**src/rtl/add_seq_pkg.sv**
```systemverilog
// Shared types and constants for the byte-serial add/subtract sequencer.
package add_seq_pkg;

   localparam int NUM_BYTES_DEF = 4;

   localparam logic OP_ADD = 1'b0;
   localparam logic OP_SUB = 1'b1;

   typedef enum logic [1:0] {
      IDLE = 2'd0,
      RUN  = 2'd1,
      DONE = 2'd2
   } state_t;

endpackage

```
**src/rtl/conditional_sum_adder.sv**
```systemverilog
// 8-bit conditional-sum adder: both upper-nibble sums are formed in parallel
// and the lower-nibble carry selects between them.
module conditional_sum_adder (
   input  logic [7:0] x,
   input  logic [7:0] y,
   input  logic       c0,
   output logic [7:0] S,
   output logic       c8
);

   logic [4:0] lo;
   logic [4:0] hi0;
   logic [4:0] hi1;

   assign lo  = {1'b0, x[3:0]} + {1'b0, y[3:0]} + {4'b0, c0};
   assign hi0 = {1'b0, x[7:4]} + {1'b0, y[7:4]};
   assign hi1 = {1'b0, x[7:4]} + {1'b0, y[7:4]} + 5'd1;

   assign S  = {(lo[4] ? hi1[3:0] : hi0[3:0]), lo[3:0]};
   assign c8 = lo[4] ? hi1[4] : hi0[4];

endmodule

```
**src/rtl/add_sequencer.sv**
```systemverilog
// Two-requester byte-serial adder sharing one 8-bit adder, round-robin arbitrated.
// Define ADD_SEQ_SUB_EN to honour reqN_op (subtract); otherwise every request adds.
//
// state | meaning
// IDLE  | waiting for a request; ready raised for the granted requester
// RUN   | one byte per cycle through the shared adder, LSB first
// DONE  | result registered onto rsp_*, held until rsp_ready
module add_sequencer
   import add_seq_pkg::*;
#(
   parameter int NUM_BYTES = NUM_BYTES_DEF
) (
   input  logic                   clk,
   input  logic                   rst_n,
   input  logic                   req0_valid,
   output logic                   req0_ready,
   input  logic [8*NUM_BYTES-1:0] req0_a,
   input  logic [8*NUM_BYTES-1:0] req0_b,
   input  logic                   req0_op,
   input  logic                   req1_valid,
   output logic                   req1_ready,
   input  logic [8*NUM_BYTES-1:0] req1_a,
   input  logic [8*NUM_BYTES-1:0] req1_b,
   input  logic                   req1_op,
   output logic                   rsp_valid,
   input  logic                   rsp_ready,
   output logic [8*NUM_BYTES-1:0] rsp_sum,
   output logic                   rsp_cout,
   output logic                   rsp_id
);

   localparam int W  = 8 * NUM_BYTES;
   localparam int CW = $clog2(NUM_BYTES);
   localparam logic [CW-1:0] CNT_LAST = CW'(NUM_BYTES - 1);

   state_t        state;
   logic          prio;
   logic          grant_id;
   logic          accept;
   logic          sub_in;
   logic [W-1:0]  a_q;
   logic [W-1:0]  b_q;
   logic [W-1:0]  sum_q;
   logic          carry_q;
   logic          id_q;
   logic [CW-1:0] cnt;
   logic [7:0]    add_y;
   logic [7:0]    add_s;
   logic          add_c8;

   // prio = 1 favours requester 1 when both are valid
   always_comb begin
      grant_id = 1'b0;
      if (req1_valid && (!req0_valid || prio)) grant_id = 1'b1;
   end

   // Gated by rst_n so ready is low throughout reset even though state is IDLE.
   assign req0_ready = rst_n && (state == IDLE) && req0_valid && !grant_id;
   assign req1_ready = rst_n && (state == IDLE) && req1_valid && grant_id;
   assign accept     = req0_ready || req1_ready;

`ifdef ADD_SEQ_SUB_EN
   logic sub_q;

   assign sub_in = ((grant_id ? req1_op : req0_op) == OP_SUB);
   assign add_y  = b_q[7:0] ^ {8{sub_q}};

   always_ff @(posedge clk or negedge rst_n) begin
      if (!rst_n)                         sub_q <= 1'b0;
      else if (state == IDLE && accept)   sub_q <= sub_in;
   end
`else
   logic unused_op;

   assign sub_in    = 1'b0;
   assign unused_op = req0_op ^ req1_op;
   assign add_y     = b_q[7:0];
`endif

   conditional_sum_adder u_adder (
      .x  (a_q[7:0]),
      .y  (add_y),
      .c0 (carry_q),
      .S  (add_s),
      .c8 (add_c8)
   );

   always_ff @(posedge clk or negedge rst_n) begin
      if (!rst_n) begin
         state     <= IDLE;
         prio      <= 1'b0;
         a_q       <= '0;
         b_q       <= '0;
         sum_q     <= '0;
         carry_q   <= 1'b0;
         id_q      <= 1'b0;
         cnt       <= '0;
         rsp_valid <= 1'b0;
         rsp_sum   <= '0;
         rsp_cout  <= 1'b0;
         rsp_id    <= 1'b0;
      end else begin
         case (state)
            IDLE: begin
               if (accept) begin
                  state   <= RUN;
                  prio    <= ~grant_id;
                  id_q    <= grant_id;
                  a_q     <= grant_id ? req1_a : req0_a;
                  b_q     <= grant_id ? req1_b : req0_b;
                  carry_q <= sub_in;
                  cnt     <= CNT_LAST;
               end
            end
            RUN: begin
               a_q     <= a_q >> 8;
               b_q     <= b_q >> 8;
               sum_q   <= {add_s, sum_q[W-1:8]};
               carry_q <= add_c8;
               if (cnt == '0) state <= DONE;
               else           cnt   <= cnt - 1'b1;
            end
            DONE: begin
               // First DONE cycle loads the output register; the handshake follows.
               if (!rsp_valid) begin
                  rsp_valid <= 1'b1;
                  rsp_sum   <= sum_q;
                  rsp_cout  <= carry_q;
                  rsp_id    <= id_q;
               end else if (rsp_ready) begin
                  rsp_valid <= 1'b0;
                  state     <= IDLE;
               end
            end
            default: state <= IDLE;
         endcase
      end
   end

endmodule

```
**config.mk**
```make
export PLATFORM = sky130hd
export DESIGN_NAME = add_sequencer
export DESIGN_NICKNAME = d
export VERILOG_FILES = /design/src/rtl/add_seq_pkg.sv /design/src/rtl/conditional_sum_adder.sv /design/src/rtl/add_sequencer.sv
export SDC_FILE = /design/constraint.sdc
export NUM_CORES = 1
export LEC_CHECK = 0
export CORE_UTILIZATION = 49
export DETAILED_ROUTE_END_ITERATION = 10
export PLACE_DENSITY = 0.77
export SYNTH_ARGS = -nofsm -noshare
export SYNTH_HDL_FRONTEND = slang
export SYNTH_HIERARCHICAL = 1
export SYNTH_SLANG_ARGS = --single-unit
```
**constraint.sdc**
```tcl
create_clock -name clk -period 2.5 [get_ports clk]
set_clock_uncertainty 0.1 [all_clocks]
set_input_delay 0.5 -clock clk [delete_from_list [all_inputs] [get_ports clk]]
set_output_delay 0.5 -clock clk [all_outputs]
set_load 0.01 [all_outputs]
```
[Yosys cells after proc, flatten, opt, wreduce, memory -nomap -nowiden]
Index checks and enable logic that the tools add are counted.
Operators by class
  $add $sub $neg: 5
  equality and inequality tests: 7
  multiplexer cells: 21
  bitwise gates (word level): 2
  reductions and logical operators: 18
Operator list (count)
  32-bit 2-to-1 mux: 4
  32-bit one-hot mux with 2 select lines: 2
  2-bit 2-to-1 mux: 6
  4-bit by 4-bit adder with 5-bit output: 2
  2-bit != test (second input constant): 5
  1-bit logical AND: 6
  2-bit one-hot mux with 3 select lines: 1
  2-bit AND reduction: 3
  5-bit by 1-bit adder with 5-bit output: 1
  5-bit by 1-bit adder with 5-bit output (second input constant): 1
  1-bit 2-to-1 mux: 5
  2-bit zero test: 2
  4-bit 2-to-1 mux: 1
  2-bit one-hot mux with 2 select lines: 1
  4-bit AND reduction: 1
  3-bit AND reduction: 1
  2-bit by 1-bit == test with 1-bit output (second input constant): 1
  2-bit == test (second input constant): 1
  1-bit zero test: 2
  1-bit logical OR: 2
  1-bit inverter: 2
  1-bit one-hot mux with 2 select lines: 1
  2-bit nonzero test: 1
  2-bit by 1-bit subtractor with 2-bit output (second input constant): 1
Word-level totals
  bits in registers: 138
  input port bits: 135
  word-level logic and storage cells: 65

[Logic depth before layout (Yosys ltp)]
  depth in word-level cells: 9
  gate-level depth with buffers: 9
  depth with buffers taken out: 9

[Cells and area by module]
Netlist, hierarchy kept.
By module, submodules not included
  add_sequencer: instances 1, cells each 552, area an instance 6059.6 um^2, seq. area each 3453.3 um^2
  conditional_sum_adder: instances 1, cells each 47, area an instance 381.6 um^2, seq. area each 0.0 um^2

[Least setup slack after synthesis]
Ideal clock, no wire load.
  path type: register to register
  start: register b_q[0]
  end: register carry_q
  library setup time: 0.065 ns
  arrival: 2.081 ns
  slack: 0.254 ns
  cell stages (with the launch flop): 10
  path buffers: 0
  clock period less this slack: 2.246 ns
  cell sequence: dfrtp_1 inv_1 fa_1 fa_1 nor2b_1 o21ai_1 a2111oi_2 xnor2_1 nand2_1 nand2_1
Between the ends
  word-level cells in the longest chain between the ends: 4
RTL lines
  from (decl): line add_sequencer.sv:42  | logic [W-1:0] b_q;
  from (signal assigned): line add_sequencer.sv:110  | b_q <= grant_id ? req1_b : req0_b;
  from (signal assigned): line add_sequencer.sv:117  | b_q <= b_q >> 8;
  4-bit by 4-bit adder with 5-bit output: line conditional_sum_adder.sv:15  | assign lo = {1'b0, x[3:0]} + {1'b0, y[3:0]} + {4'b0, c0};
  5-bit by 1-bit adder with 5-bit output: line conditional_sum_adder.sv:15
  1-bit 2-to-1 mux: line conditional_sum_adder.sv:20  | assign c8 = lo[4] ? hi1[4] : hi0[4];
  net add_c8: line add_sequencer.sv:49  | logic add_c8;
  1-bit one-hot mux with 2 select lines: line add_sequencer.sv:103  | case (state)
  to (signal assigned): line add_sequencer.sv:111  | carry_q <= sub_in;
  to (decl): line add_sequencer.sv:44  | logic carry_q;
The timed path passes the listed nets, and every way through them passes these cells.
A chain may end at the register's enable or synchronous reset.

[Final worst setup path]
Ends and elaborated chain as after synthesis.

==> out/metrics.cfg <==
[yosys]
synth-main-ff-cell=dfrtp_1
synthArstFlopShare_pct=100
syn_nets=746
synth_area_leaders=dfrtp_1 (54%), mux2i_1 (7.1%), nand2_1 (7.1%)
syn-cell-area_sq_mm=0.00644
syn_avg_cell_area_sq_um=10.8
ys_seq_area_share_pct=53.6
synth_enable_flop_cells=0
synth.top_cell.area_share_pct=53.6
synth_area_leader_cell=dfrtp_1
synth_cell_type_count=41
synthCells=599
synth_warnings=6
ys_seq_elements=138

[timing]
layout_setup_ws_ns=0.228
final.period_utilization_pct=90.9
relSlewSlack_pct=51.9
setup_viol=0
min_period_ns=2.27
hold_viol_final=0
timing.fmax_mhz=440
worstMarginPinSlew_ns=0.722
finalMaxSlewViolations=0
rsz0062_at_grt=false

[floorplan]
die_w_microns=117
die_y_microns=117
rows=41
dieArea_sq_mm=0.0136
initial_core_util_pct=50.6
ios=172
core_sq_mm=0.0127

[worst_setup_path]
crit_type=flop to flop
r2r_start=b_q[0]$_DFFE_PN0P_
cp-start-kind=flop
r2r_slack_ns=0.23
end_kind=flop
crit_arrival_ns=2.51
crit_path_top_delay_cell=fa_2
cp-endpoint=carry_q$_DFFE_PN0P_
max_stage_delay_ns=0.42
reg2reg_depth=9
startpoint=b_q[0]$_DFFE_PN0P_
cp_data_required_time_ns=2.74
crit_chain=inv_1 > fa_2 > fa_2 > nor2b_1 > o21ai_1 > a2111oi_2 > xnor2_1 > nand2_1 > nand2_1
path_max_fanout=4
rr_endpoint=carry_q$_DFFE_PN0P_

[clock_network]
cts_max_path_buffers=2
numCtsBuffers=17
htreeDepth=4
clk_root_buffer_cell=clkbuf_16
path_clk_slew_ns=0.06
clk-insertion-delay-late_ns=0.41
cts_num_sinks=138
cts_tree=yes

[global_routing]
grt.total_usage_pct=24.2
grt_pass1_vias=5086
grt_pass1_wl_mm=24.8
antenna_found_initial=0
grt-ovfl-total=0
grt_max_degree=139

[final_layout]
fin_area_sq_mm=0.00897
final_util_pct=70.5
syn_to_final_growth_pct=39.3
antenna_cells=0
fin_nets=913
layout-drive-gt1-share_pct=8.73

[placed_design]
dp_hpwl_mm=10.7
placed_area_sq_mm=0.00828
io_buffers=169
place_congestion=0.834
place_ws_ns=-0.00219

[hold_path]
hold_class=input port to asynchronous set/reset pin

[job]
maxCapViolations=0

[detailed_routing]
routedWlPerCell_microns=16.4
via_per_inst=5.46
ant_nets=0
drc=0
wirelength_mm=15.6
drtIter0Drc=343
drt_pass1_iterations=6
vias=5192

[run_status]
outcome=finished clean

[pwr]
leakagePower_nw=4.27
peakVddDrop_uv=694
pwr_density_cell_mw_per_mm2=1180

flip-flops by register name, indices dropped and copies added (netlist names), 2 cells and up:
register	flops
rsp_sum	32
sum_q	32
cnt	2
b_q	32
a_q	32
state	2
cells by family after synthesis:
logic type / Yosys count / synth area share, %
multiplexers: 81 / 13.3
flip-flops: 138 / 53.6
XOR/XNOR: 7 / 1.07
AO/OA/AOI/OAI: 167 / 15.3
adder cells (fa/ha/maj): 12 / 2.68
buffers and inverters: 52 / 4.84
AND/OR/NAND/NOR: 142 / 9.19
report_power, final:
part / internal [W] / switching, W / leakage (nW)
clock: 0.00180 / 0.000989 / 0.323
sequential: 0.00319 / 0.000657 / 1.79
combinational: 0.00186 / 0.00214 / 2.16
total: 0.00684 / 0.00378 / 4.27
metrics by stage:
step | hold WS, ns | std cells | power (W) | setup TNS [ns]
global placement | 0.355 | 917 | 0.00763 | 0
CTS | 0.141 | 949 | 0.0107 | 0
finish | 0.0876 | 951 | 0.0106 | 0
global route | 0.166 | 951 | 0.0113 | 0
floorplan | 0.104 | 599 | 0.00636 | 0
detailed placement | 0.364 | 917 | 0.00781 | -0.00219
cell type report:
class / count / area, sq um
multi-input cells: 409 / 2700
flip-flops and latches: 138 / 3450
well taps: 172 / 215
inverters: 13 / 48.8
clock inverters: 15 / 238
clock buffers: 17 / 425
fillers: 968 / 3750
repair buffers: 187 / 1890
cells in the mapped netlist (5+ instances only):
master,n
dfrtp_1,138
nand2_1,122
a22oi_1,46
mux2i_1,46
a21oi_1,42
o21ai_1,33
o21ai_0,32
mux2_1,31
buf_2,18
inv_1,12
buf_6,11
ha_1,9
clkbuf_1,6
a21o_1,5
worst min-delay path by stage:
| stage | from | to | slack [ns] |
|---|---|---|---|
| 2_1_floorplan | rst_n | a_q[0]$_DFFE_PN0P_ | 0.10 |
| 3_3_place_gp | sum_q[1]$_DFFE_PN0P_ | sum_q[1]$_DFFE_PN0P_ | 0.35 |
| 3_5_place_dp | sum_q[5]$_DFFE_PN0P_ | sum_q[5]$_DFFE_PN0P_ | 0.36 |
| 4_1_cts | rst_n | prio$_DFFE_PN0P_ | 0.14 |
| 5_1_grt | rst_n | sum_q[9]$_DFFE_PN0P_ | 0.17 |
| 6_report | rst_n | rsp_id$_DFFE_PN0P_ | 0.09 |
repair_timing:
action,CTS,global route
setup buffers,0,2
resized for setup,2,3
pin swaps,0,1
endpoints found under the setup margin,2,3
hold buffers,0,0
endpoints found under the hold margin,0,0
routing by layer:
layer | GRT usage, % | wire length, microns
met1 | 30.0 | 6530
met2 | 40.9 | 7770
met3 | 5.24 | 825
met4 | 10.5 | 435
met5 | 0 | 0
cells in the final DEF (no fill, tap or decap), drive strengths merged:
master	count
clkdlybuf4s50	166
xor2	3
nor3b	1
o21ai	66
ha	9
and3	2
xnor2	4
clkinv	3
mux2	35
buf	19
and2	1
mux2i	46
a2111oi	1
a22oi	46
dlygate4sd2	1
nand2b	2
a21o	5
clkinvlp	1
nor3	2
nand3	3
nor2b	1
o21a	1
clkbuf	17
a21oi	42
bufinv	5
o22ai	2
or2	1
inv	19
a21boi	1
dlymetal6s2s	1
nor2	6
nand2	123
a31oi	3
fa	3
dfrtp	138
worst max-delay path: cells and delay by family (launching register included):
kind	cells	cell delay [ns]
adders and majority gates	2	0.79
AOI/OAI and AO/OA	2	0.48
DFF	1	0.35
and+or+nand+nor	3	0.26
xor gates and xnor gates	1	0.17
buffers and inverters	1	0.07
Power figures use the tool's default switching activity.
==> edit 1, RTL diff (same flow settings) <==
`NUM_BYTES_DEF`: 4 -> 8.
--- a/src/rtl/add_seq_pkg.sv
+++ b/src/rtl/add_seq_pkg.sv
@@ -1,7 +1,7 @@
 // Shared types and constants for the byte-serial add/subtract sequencer.
 package add_seq_pkg;
 
-   localparam int NUM_BYTES_DEF = 4;
+   localparam int NUM_BYTES_DEF = 8;
 
    localparam logic OP_ADD = 1'b0;
    localparam logic OP_SUB = 1'b1;
Interface: changed (5 resized); port bits go from 172 to 332. No check against the original RTL was run, so the function may have changed too.
==> edit 1 against the original RTL <==
- first-iteration DRC count grew 97%
- global-route usage grew 4.1 points
- die area grew 77%
- clock power grew 43%
- sequential cell count grew 129
- largest cell class unchanged
- synthesized area grew 79%
- worst setup slack lost 0.11 ns
- count of clock-buffer cells in the layout grew 19
- power grew 78%
- final area grew 80%
- routed wire length grew 120%
==> edit 1: results (changes against the original RTL) <==
status: "finished clean"
critPathArrivalTime_ns: 2.75  # +0.24 ns
layout-drive-gt1-share: 0.113  # +0.0261
place_hpwl_um: 23400  # +120%
max_stage_delay_ns: 0.47  # +0.05 ns
cts_buffer_depth: 3  # +1
first_pass_iters: 5  # -1
avgViaCountPerCell: 5.73  # +5.0%
wl_um: 33600  # +120%
slowest_stage: "fa_1"
synth.net_count: 1382  # +85%
seq_area_um2: 6680  # +93%
grt_pass1_vias: 9883  # +94%
synth_mux_area_frac: 0.0682  # -0.0645
cts_buffers: 28  # +11
nets: 1688  # +85%
r2r_slack_ns: 0.12  # -0.11 ns
yosys.cell_types.count: 37  # -9.8%
gp_congestion: 0.827  # -0.77%
antenna_found_initial: 5  # +5
numPortBuffers: 329  # +95%
synth.area.top_cells: "dfrtp_1 (58%), o22ai_1 (12%), nand2_1 (7.0%)"
synth-adder-area-share: 0.0161  # -0.0107
crit_start: "b_q[0]"
hold_slack_ns: 0.374  # +0.286 ns
vdd_drop_max_v: 0.000573  # -18%
place_area_um2: 15200  # +84%
grt_use_total: 0.283  # +0.0410
clk-insertion-delay-late_ns: 0.53  # +0.12 ns
ys_seq_area_frac: 0.581  # +0.0446
hold_path.class: "flop to flop"
## edit 1: changes by cell type after synthesis, sizes merged, moves of 24 or more
cell    unedited run  this run
o22ai              2       219
dfrtp            138       267
a21oi             42       149
nand2            123       215
a22oi             46         0
o21ai             66        20
mux2i             46         3
mux2              35        67
buf               33        61
clkbuf             6        30
## edit 1: cells by family after synthesis
kind of cell    Yosys count
compound gates          401
mux                      70
buf+inv                 105
simple gates            243
xor+xnor                  7
fa+ha+maj                13
flops                   267
## edit 1: how the worst max path moves through the flow
| stage | slack (ns) | cells past startpoint | endpoint |
|---|---|---|---|
| after floorplan | 0.25 | 9 | carry_q |
| after global placement | -0.09 | 5 | req0_ready |
| after detailed placement | -0.13 | 5 | req0_ready |
| after CTS | 0.05 | 9 | carry_q |
| after global routing | 0.008 | 9 | carry_q |
| final | 0.12 | 9 | carry_q |
## edit 1: critical path, delay by kind of cell, from the launching register on
family | cells | cell delay, ns
fa+ha+maj | 2 | 0.86
compound gates | 2 | 0.48
flops | 1 | 0.36
simple gates | 3 | 0.27
xor+xnor | 1 | 0.16
buf+inv | 1 | 0.09
## edit 1: layout make-up
type                    instances  area share
multi-input cells             734       0.273
clock inverters                11     0.00666
repair buffers                367       0.230
clock buffers                  36      0.0478
inverters                      14     0.00325
diodes                          5    0.000775
well taps                     313      0.0243
flip-flops and latches        267       0.414
## edit 1: routing by layer
metal  wire length [µm]  track usage
met1              13700        0.383
met2              16900        0.474
met4                907       0.0892
met3               2080       0.0396
met5                  0            0
## edit 1: power groups by stage
stage	clock, W	sequential [W]	combinational [W]
finish	0.00400	0.00750	0.00741
global placement	0	0.00747	0.00702
floorplan	0	0.00720	0.00472
detailed placement	0	0.00753	0.00727
global route	0.00424	0.00770	0.00823
CTS	0.00405	0.00749	0.00736
## edit 1: per-stage QoR
step | utilization | std cells | worst slack (ns)
after floorplan | - | 1106 | 0.254
after global placement | 0.666 | 1691 | -0.0929
after detailed placement | 0.666 | 1691 | -0.131
after CTS | 0.705 | 1742 | 0.0549
after global routing | 0.707 | 1747 | 0.00817
final | 0.707 | 1747 | 0.117
## edit 1: what timing repair did
action,CTS,global route
buffers inserted,3,0
gates resized for setup,3,3
endpoints found under the setup margin,3,2
hold endpoints to repair,17,0
hold buffers,1,0
pin swaps,2,1
==> edit 2, RTL diff (same settings) <==
Without the edit above. The 3 states of `state_t` get a one-hot encoding in 3 bits.
--- a/src/rtl/add_seq_pkg.sv
+++ b/src/rtl/add_seq_pkg.sv
@@ -6,10 +6,10 @@
    localparam logic OP_ADD = 1'b0;
    localparam logic OP_SUB = 1'b1;
 
-   typedef enum logic [1:0] {
-      IDLE = 2'd0,
-      RUN  = 2'd1,
-      DONE = 2'd2
+   typedef enum logic [2:0] {
+      IDLE = 3'b001,
+      RUN  = 3'b010,
+      DONE = 3'b100
    } state_t;
 
 endpackage
Formal check against the unedited RTL: same outputs for any inputs over 10 cycles, from zero or initial values and one cycle with rst_n low; not proved beyond that.
==> edit 2 against the original RTL <==
- sequential share of layout area grew 0.20 points
- synthesized area grew 0.64%
- global-route usage grew 2.8 points
- power shrank 12%
- routed wire length grew 9.7%
- sequential cell count grew 1
- final area grew 0.20%
- worst setup slack lost 0.10 ns
- count of clock-buffer cells in the layout is the same
- critical path type unchanged
==> edit 2: results (changes against the original RTL) <==
grt_use_met1: 0.304  # +0.00354
final_cells: 954  # +0.32%
reg2reg_depth: 10  # +1
timing.rr.end: "sum_q[29]"
place_hpwl_um: 12400  # +16%
place_area_um2: 8370  # +1.0%
critPathArrivalTime_ns: 2.58  # +0.07 ns
synth.area.top_cells: "dfrtp_1 (53%), nand2_1 (5.9%), mux2_2 (5.2%)"
p_leak_nw: 4.08  # -4.3%
postCtsSetupBuffers: 2  # +2
ys_top_cells_by_count: "dfrtp_1 (138), nand2_1 (102), nor2_1 (39)"
synth_mux_area_frac: 0.0625  # -0.0701
gp_congestion: 0.816  # -2.1%
grt_pass1_wl_um: 27400  # +10%
syn_avg_cell_area_um2: 10.9  # +1.3%
synth_xor_area_frac: 0.0106  # -0.0000680
vias: 5344  # +2.9%
pre_cts_ws_ns: 0.0202  # +0.0224 ns
slowest_stage: "fa_1"
drt-initial-drc-count: 393  # +15%
wl_um: 17100  # +9.7%
power.switching_w: 0.00320  # -15%
first_pass_iters: 5  # -1
max_stage_delay_ns: 0.46  # +0.04 ns
layout-drive-gt1-share: 0.138  # +0.0508
grt_use_met3: 0.0922  # +0.0398
nets: 917  # +0.44%
status: "finished clean"
hold_slack_ns: 0.172  # +0.0843 ns
synth-adder-area-share: 0.0266  # -0.000171
cts_resized: 3  # +1
r2r_slack_ns: 0.13  # -0.10 ns
powerDensity_nw_per_um2: 1040  # -12%
max_freq_mhz: 421  # -4.3%
gr-usage-met2: 0.470  # +0.0615
critPathMaxFanout: 3  # -1
ys_seq_area_frac: 0.537  # +0.000638
synth.net_count: 742  # -0.54%
p_comb_frac: 0.345  # -0.031
edit 2: cell types whose count changed after synthesis, sizes merged, moves of 4 or more:
cell and change:
clkbuf +6, o21ai -29, a21o -4, nor3 +18, a22oi -46, a21oi -17, a211o +16, nor2 +34
buf -4, o22ai +15, nand2 -21, mux2i -46, a221o +31, a22o +32
edit 2: critical path, delay by kind of cell, from the launching register on:
| family | cells | cell delay [ns] |
|---|---|---|
| adder cells (fa/ha/maj) | 2 | 0.84 |
| flip-flops | 1 | 0.36 |
| AND/OR/NAND/NOR | 4 | 0.33 |
| multiplexers | 1 | 0.33 |
| buffers and inverters | 2 | 0.22 |
| AO/OA/AOI/OAI | 1 | 0.09 |
edit 2: layout make-up:
class / instances / area (µm²)
fillers: 942 / 3790
flip-flops and latches: 139 / 3480
multi-input cells: 398 / 2700
repair buffers: 197 / 1930
clock buffers: 17 / 425
well taps: 172 / 215
clock inverters: 14 / 173
inverters: 17 / 68.8
